===== src/rtl/apb_fsm_controller.sv =====
// Sequencing core of the AHB2APB bridge: takes one AHB transfer at a time and
// runs it through the APB SETUP/ACCESS phases, stalling AHB while busy.
module apb_fsm_controller #(
    parameter int ADDR_W      = 32,
    parameter int DATA_W      = 32,
    parameter int ACCESS_WAIT = 0
) (
    input  logic              Hclk,
    input  logic              Hresetn,
    input  logic              Valid,
    input  logic [ADDR_W-1:0] Haddr,
    input  logic              Hwrite,
    input  logic [DATA_W-1:0] Hwdata,
    input  logic [2:0]        Tempselx,
    input  logic [DATA_W-1:0] Prdata,
    output logic              Pwrite,
    output logic              Penable,
    output logic [2:0]        Pselx,
    output logic [ADDR_W-1:0] Paddr,
    output logic [DATA_W-1:0] Pwdata,
    output logic              Hreadyout,
    output logic [DATA_W-1:0] Hrdata
);

    typedef enum logic [2:0] {
        ST_IDLE,
        ST_WWAIT,
        ST_WSETUP,
        ST_WACCESS,
        ST_RSETUP,
        ST_RACCESS
    } state_t;

    localparam logic [3:0] WAIT_MAX = 4'(ACCESS_WAIT);

    state_t            state_q,     state_d;
    logic [3:0]        wait_cnt_q,  wait_cnt_d;
    logic [2:0]        sel_q,       sel_d;
    logic [2:0]        pselx_q,     pselx_d;
    logic              penable_q,   penable_d;
    logic              pwrite_q,    pwrite_d;
    logic [ADDR_W-1:0] paddr_q,     paddr_d;
    logic [DATA_W-1:0] pwdata_q,    pwdata_d;
    logic              hreadyout_q, hreadyout_d;
    logic              accept;

    // Hreadyout_q is high exactly in IDLE and on the last ACCESS cycle,
    // so it doubles as the "may accept now" qualifier.
    assign accept = Valid && hreadyout_q;

    always_comb begin
        state_d    = state_q;
        wait_cnt_d = wait_cnt_q;
        sel_d      = sel_q;
        paddr_d    = paddr_q;
        pwdata_d   = pwdata_q;
        pwrite_d   = pwrite_q;

        case (state_q)
            ST_IDLE: begin
                if (accept) begin
                    sel_d    = Tempselx;
                    paddr_d  = Haddr;
                    pwrite_d = Hwrite;
                    state_d  = Hwrite ? ST_WWAIT : ST_RSETUP;
                end
            end
            ST_WWAIT: begin
                pwdata_d = Hwdata;
                state_d  = ST_WSETUP;
            end
            ST_WSETUP: begin
                wait_cnt_d = 4'd0;
                state_d    = ST_WACCESS;
            end
            ST_RSETUP: begin
                wait_cnt_d = 4'd0;
                state_d    = ST_RACCESS;
            end
            ST_WACCESS, ST_RACCESS: begin
                if (wait_cnt_q < WAIT_MAX) begin
                    wait_cnt_d = wait_cnt_q + 4'd1;
                end else if (accept) begin
                    sel_d    = Tempselx;
                    paddr_d  = Haddr;
                    pwrite_d = Hwrite;
                    state_d  = Hwrite ? ST_WWAIT : ST_RSETUP;
                end else begin
                    state_d = ST_IDLE;
                end
            end
            default: state_d = ST_IDLE;
        endcase

        // Outputs are registered, so they are decoded from the next state.
        pselx_d     = (state_d inside {ST_WSETUP, ST_WACCESS, ST_RSETUP, ST_RACCESS})
                      ? sel_d : 3'b000;
        penable_d   = (state_d inside {ST_WACCESS, ST_RACCESS});
        hreadyout_d = (state_d == ST_IDLE) || (penable_d && (wait_cnt_d == WAIT_MAX));
    end

    always_ff @(posedge Hclk or negedge Hresetn) begin
        if (!Hresetn) begin
            state_q     <= ST_IDLE;
            wait_cnt_q  <= 4'd0;
            sel_q       <= 3'b000;
            pselx_q     <= 3'b000;
            penable_q   <= 1'b0;
            pwrite_q    <= 1'b0;
            paddr_q     <= '0;
            pwdata_q    <= '0;
            hreadyout_q <= 1'b1;
        end else begin
            state_q     <= state_d;
            wait_cnt_q  <= wait_cnt_d;
            sel_q       <= sel_d;
            pselx_q     <= pselx_d;
            penable_q   <= penable_d;
            pwrite_q    <= pwrite_d;
            paddr_q     <= paddr_d;
            pwdata_q    <= pwdata_d;
            hreadyout_q <= hreadyout_d;
        end
    end

    assign Pwrite    = pwrite_q;
    assign Penable   = penable_q;
    assign Pselx     = pselx_q;
    assign Paddr     = paddr_q;
    assign Pwdata    = pwdata_q;
    assign Hreadyout = hreadyout_q;

    // Read data is forwarded straight from the slave on the completing cycle.
    assign Hrdata = ((state_q == ST_RACCESS) && hreadyout_q) ? Prdata : '0;

endmodule


===== config.mk =====
export PLATFORM = sky130hd
export DESIGN_NAME = apb_fsm_controller
export DESIGN_NICKNAME = d
export VERILOG_FILES = /design/src/rtl/apb_fsm_controller.sv
export SDC_FILE = /design/constraint.sdc
export NUM_CORES = 1
export LEC_CHECK = 0
export CORE_UTILIZATION = 26
export DETAILED_ROUTE_END_ITERATION = 10
export MAX_ROUTING_LAYER = met4
export PLACE_DENSITY = 0.68
export SKIP_LAST_GASP = 1
export SYNTH_ARGS = -nofsm -noshare
export SYNTH_HDL_FRONTEND = slang
export SYNTH_SLANG_ARGS = --single-unit

===== constraint.sdc =====
create_clock -name Hclk -period 5.5 [get_ports Hclk]
set_input_delay 0.825 -clock Hclk [delete_from_list [all_inputs] [get_ports Hclk]]
set_output_delay 0.825 -clock Hclk [all_outputs]
set_load 0.02 [all_outputs]

Word-level counts from Yosys, hierarchy flattened
Cells that the tools add are included.

Register bits after elaboration: 80. Input bits: 103. Output and inout port bits: 102. Word-level logic and storage cells: 52.

Add/subtract/negate cells: 1. Order comparisons: 1. Equal/unequal tests: 10. Muxes and demuxes: 18. Reductions and logical operators: 13.

Operators by type and width (number): 32-bit two-way mux (3); 32-bit one-hot mux with 2 select lines (1); 3-bit two-way mux (7); 3-bit one-hot mux with 5 select lines (1); 3-bit by 2-bit equality test with 1-bit output, second input constant (4); 3-bit equality test, second input constant (4); 4-bit one-hot mux with 2 select lines (1); 3-bit logical NOT (2); 3-bit one-hot mux with 2 select lines (1); 4-bit by 1-bit adder with 4-bit output, second input constant (1); 4-bit logical NOT (1); 4-bit by 1-bit < comparator with 1-bit output, second input constant (1); 4-bit two-way mux (1); 2-bit nonzero test (2); 4-bit nonzero test (1); 2-bit OR reduction (2); 3-bit by 1-bit equality test with 1-bit output, second input constant (1); 1-bit logical AND (3); 1-bit two-way mux (2); 2-bit inequality test, second input constant (1); 1-bit one-hot mux with 2 select lines (1); 2-bit AND reduction (1); 1-bit logical OR (1).

Depth between registers and ports, before layout
Depth in word-level cells: 8. Mapped depth: 5. Depth with buffers taken out: 3.

Least setup slack after synthesis
OpenSTA, ideal clock, no wires.

Path type: register to output. Start: reg state_q[1]. End: out Hrdata[10]. Arrival: 1.446 ns. Required time: 4.675 ns. Setup slack: 3.229 ns. Cell stages (with the launch flop): 6. Buffers on the path: 2. Cells stage by stage: dfrtp_1 > buf_2 > nand2b_1 > nor2_1 > clkbuf_1 > and3_1.

Cells in the longest elaborated chain, start to end: 3.

Ends and longest elaborated chain: start, declared (line 36) `state_t state_q, state_d;`; start signal, assigned (line 114) `state_q <= state_d;`; 3-bit equality test (line 134) `assign Hrdata = ((state_q == ST_RACCESS) && hreadyout_q) ? Prdata : '0;`; 1-bit logical AND (line 134); 32-bit two-way mux (line 134); end, declared (line 22) `output logic [DATA_W-1:0] Hrdata`.

Every way passes these cells.

Worst setup path in the final report
Start: reg state_q[2]. End: out Hrdata[27].

Same word-level chain as after synthesis.

==> impl_metrics.toml <==
[drt]
drt-total-wl_um = 8660
antenna_left = 0
drt_iter0_drc = 106
num_vias = 2631
wl_per_cell_um = 14.3
avgViaCountPerCell = 4.34
firstDrtPassIters = 4
top_layer_used = "met4"
drc = 0
drt-met1-wl_um = 3750
wl_met3_um = 572
met2_length_um = 4260

[min_path]
min_path_type = "register to register"
hp-start = "Pwdata[13]"

[yosys]
synthTopCellsByArea = "dfrtp_1 (58%), mux2_2 (21%), and3_1 (6.2%)"
yosys_register_bits = 76
synth_cells = 232
netlist_area_um2 = 3250
ys_warn_count = 0
synth_top_area_cell = "dfrtp_1"
seq_area_frac_synth_pct = 58.5
syn_nets = 335
yosysTopAreaCellShare_pct = 57.7
synth_cell_types = 33
synth_area_per_cell_um2 = 14.0

[timing]
clock.fmax_ghz = 0.313
rsz0062_at_grt = "false"
maxSlewHeadroom_pct = 26.4
setup_viol = 0
finClkSkew_ns = 0.00695
min_period_over_period_pct = 58.0
final-hold-violation-count = 0
fin_crit_ns = 3.19
tightest_slew_ns = 1.10
setup-tns-final_ns = 0
maxSlewViolCount = 0

[cells_and_area]
utilization_pct = 47.1
drive_gt1_share_pct = 19.4
insertedDiodeCount = 0
area_growth_pct = 75.2
final_cell_mix = "clkdlybuf4s50_1 (203), dfrtp_1 (75), mux2_2 (61), and3_1 (32), clkbuf_16 (9)"
nets = 536
final_common_cell = "clkdlybuf4s50_1"
n_fill_cell = 1144

[die]
initial_utilization_pct = 26.9
core_um2 = 12100
fp-row-count = 40
die_area_um2 = 13000
ioPinCount = 205
die_w_um = 114
die_h_um = 114

[place]
gp_congestion = 0.778
io_buffers = 204
hpwl_um = 6370

[critical_path]
r2r_start = "Hreadyout"
crit_fanout = 32
path_class = "register to output pin"
crit_start = "state_q[2]"
crit_path_end_kind = "output pin"
cp-start-kind = "register"
critPathArrivalTime_ns = 2.37
worstPathRequired_ns = 4.68

[clock_tree]
cts-root-buf = "clkbuf_16"
htree_levels = 3
cts_hold_buffers = 0
post_cts_buffers = 0
clkSinkCount = 76
clk_path_buf_depth = 2
cts_buffers = 9
ctsResizeCount = 0
cts_tree = "yes"
path_clk_slew_ns = 0.06
clk_latency_ns = 0.33

[pwr]
ir_drop_mv = 0.352
p_seq_share_pct = 32.5
pwr-share-comb_pct = 51.0
p_per_area_nw_per_um2 = 565
switchingPower_mw = 1.17
switching_share_pct = 36.4
p_clk_share_pct = 16.5
p_int_mw = 2.05
leakagePower_nw = 2.38
p_total_mw = 3.22

[global_route]
antenna_found_initial = 0
grt-ovfl-total = 0
grt_pass1_wl_um = 13400
grtUsageTotal_pct = 13.8
grt_max_degree = 77
grt_pass1_vias = 2689

[flow_run]
maxCapViolCount = 0

[run_status]
outcome = "completed"
[layer usage]
metal	track usage (%)	vias to the layer above
met5	-	-
met4	3.38	0
met3	4.68	7
met2	21.5	104
met1	17.2	1279
li1	-	1241
[metrics by stage]
step | instance area [um2] | hold WS [ns] | setup WS [ns] | instances
finish | 5700 | 0.486 | 2.31 | 606
CTS | 5700 | 0.490 | 2.30 | 606
floorplan | 3250 | 0.511 | 3.23 | 232
global placement | 5430 | 0.468 | 2.42 | 590
global route | 5700 | 0.509 | 2.12 | 606
detailed placement | 5430 | 0.477 | 2.30 | 590
[power groups by stage]
stage	combinational (mW)	sequential [mW]	clock, mW
final	1.64	1.05	0.530
after detailed placement	1.66	1.06	0
after global routing	1.74	1.09	0.575
after global placement	1.63	1.04	0
after CTS	1.66	1.05	0.546
after floorplan	0.650	1.32	0
[worst max-delay path, cell delays in order (launching register included)]
cell and delay (ns):
dfrtp_1 0.65, inv_1 0.16, nor2_1 0.14, buf_4 0.27, and3_1 0.20, clkdlybuf4s50_1 0.61
[flip-flops by register name, summed over array words and instances (netlist names)]
signal     cells
Paddr         32
Pwdata        32
Pselx          3
sel_q          3
state_q        3
Hreadyout      1
Penable        1
Pwrite         1
[cell families after synthesis]
group           after synthesis  synth area share, %
compound gates               16                 4.00
xor+xnor                      2                0.769
fa+ha+maj                     1                0.308
buf+inv                      17                 3.00
flops                        76                 58.5
mux                          65                 22.5
simple gates                 55                 10.9
[cell type report]
class,count,area [um2],area share [%]
Clock inverter,7,43.8,0.768
Inverter,1,3.75,0.0658
Sequential cell,76,1900,33.4
Multi-Input combinational cell,139,1260,22.1
Tap cell,168,210,3.69
Timing Repair Buffer,206,2050,36.0
Clock buffer,9,225,3.95
[Yosys cell counts (all sizes together)]
cell,number
xor2,1
dfrtp,75
a211oi,3
a22o,1
xnor2,1
maj3,1
nor2b,1
o22ai,1
buf,10
or3,1
nand4b,6
o22a,3
inv,1
nand2,5
o32ai,1
dfstp,1
nor2,4
clkbuf,6
and2,2
mux2,65
nand2b,1
nand3b,3
a21boi,1
o221ai,3
and3,32
o21ai,1
a21oi,1
a21o,1
[final timing paths]
path                                   end  cells past startpoint  slack, ns
worst max-delay path            Hrdata[27]                      5       2.31
worst min-delay path            Pwdata[13]                      1       0.49
worst max register to register   Paddr[21]                      3       2.81
worst min register to register  Pwdata[13]                      1       0.49
max in group asynchronous         Paddr[7]                      1       4.24
min in group asynchronous       Pwdata[20]                      1       0.65
No activity file was read; power rests on OpenSTA's default activity.
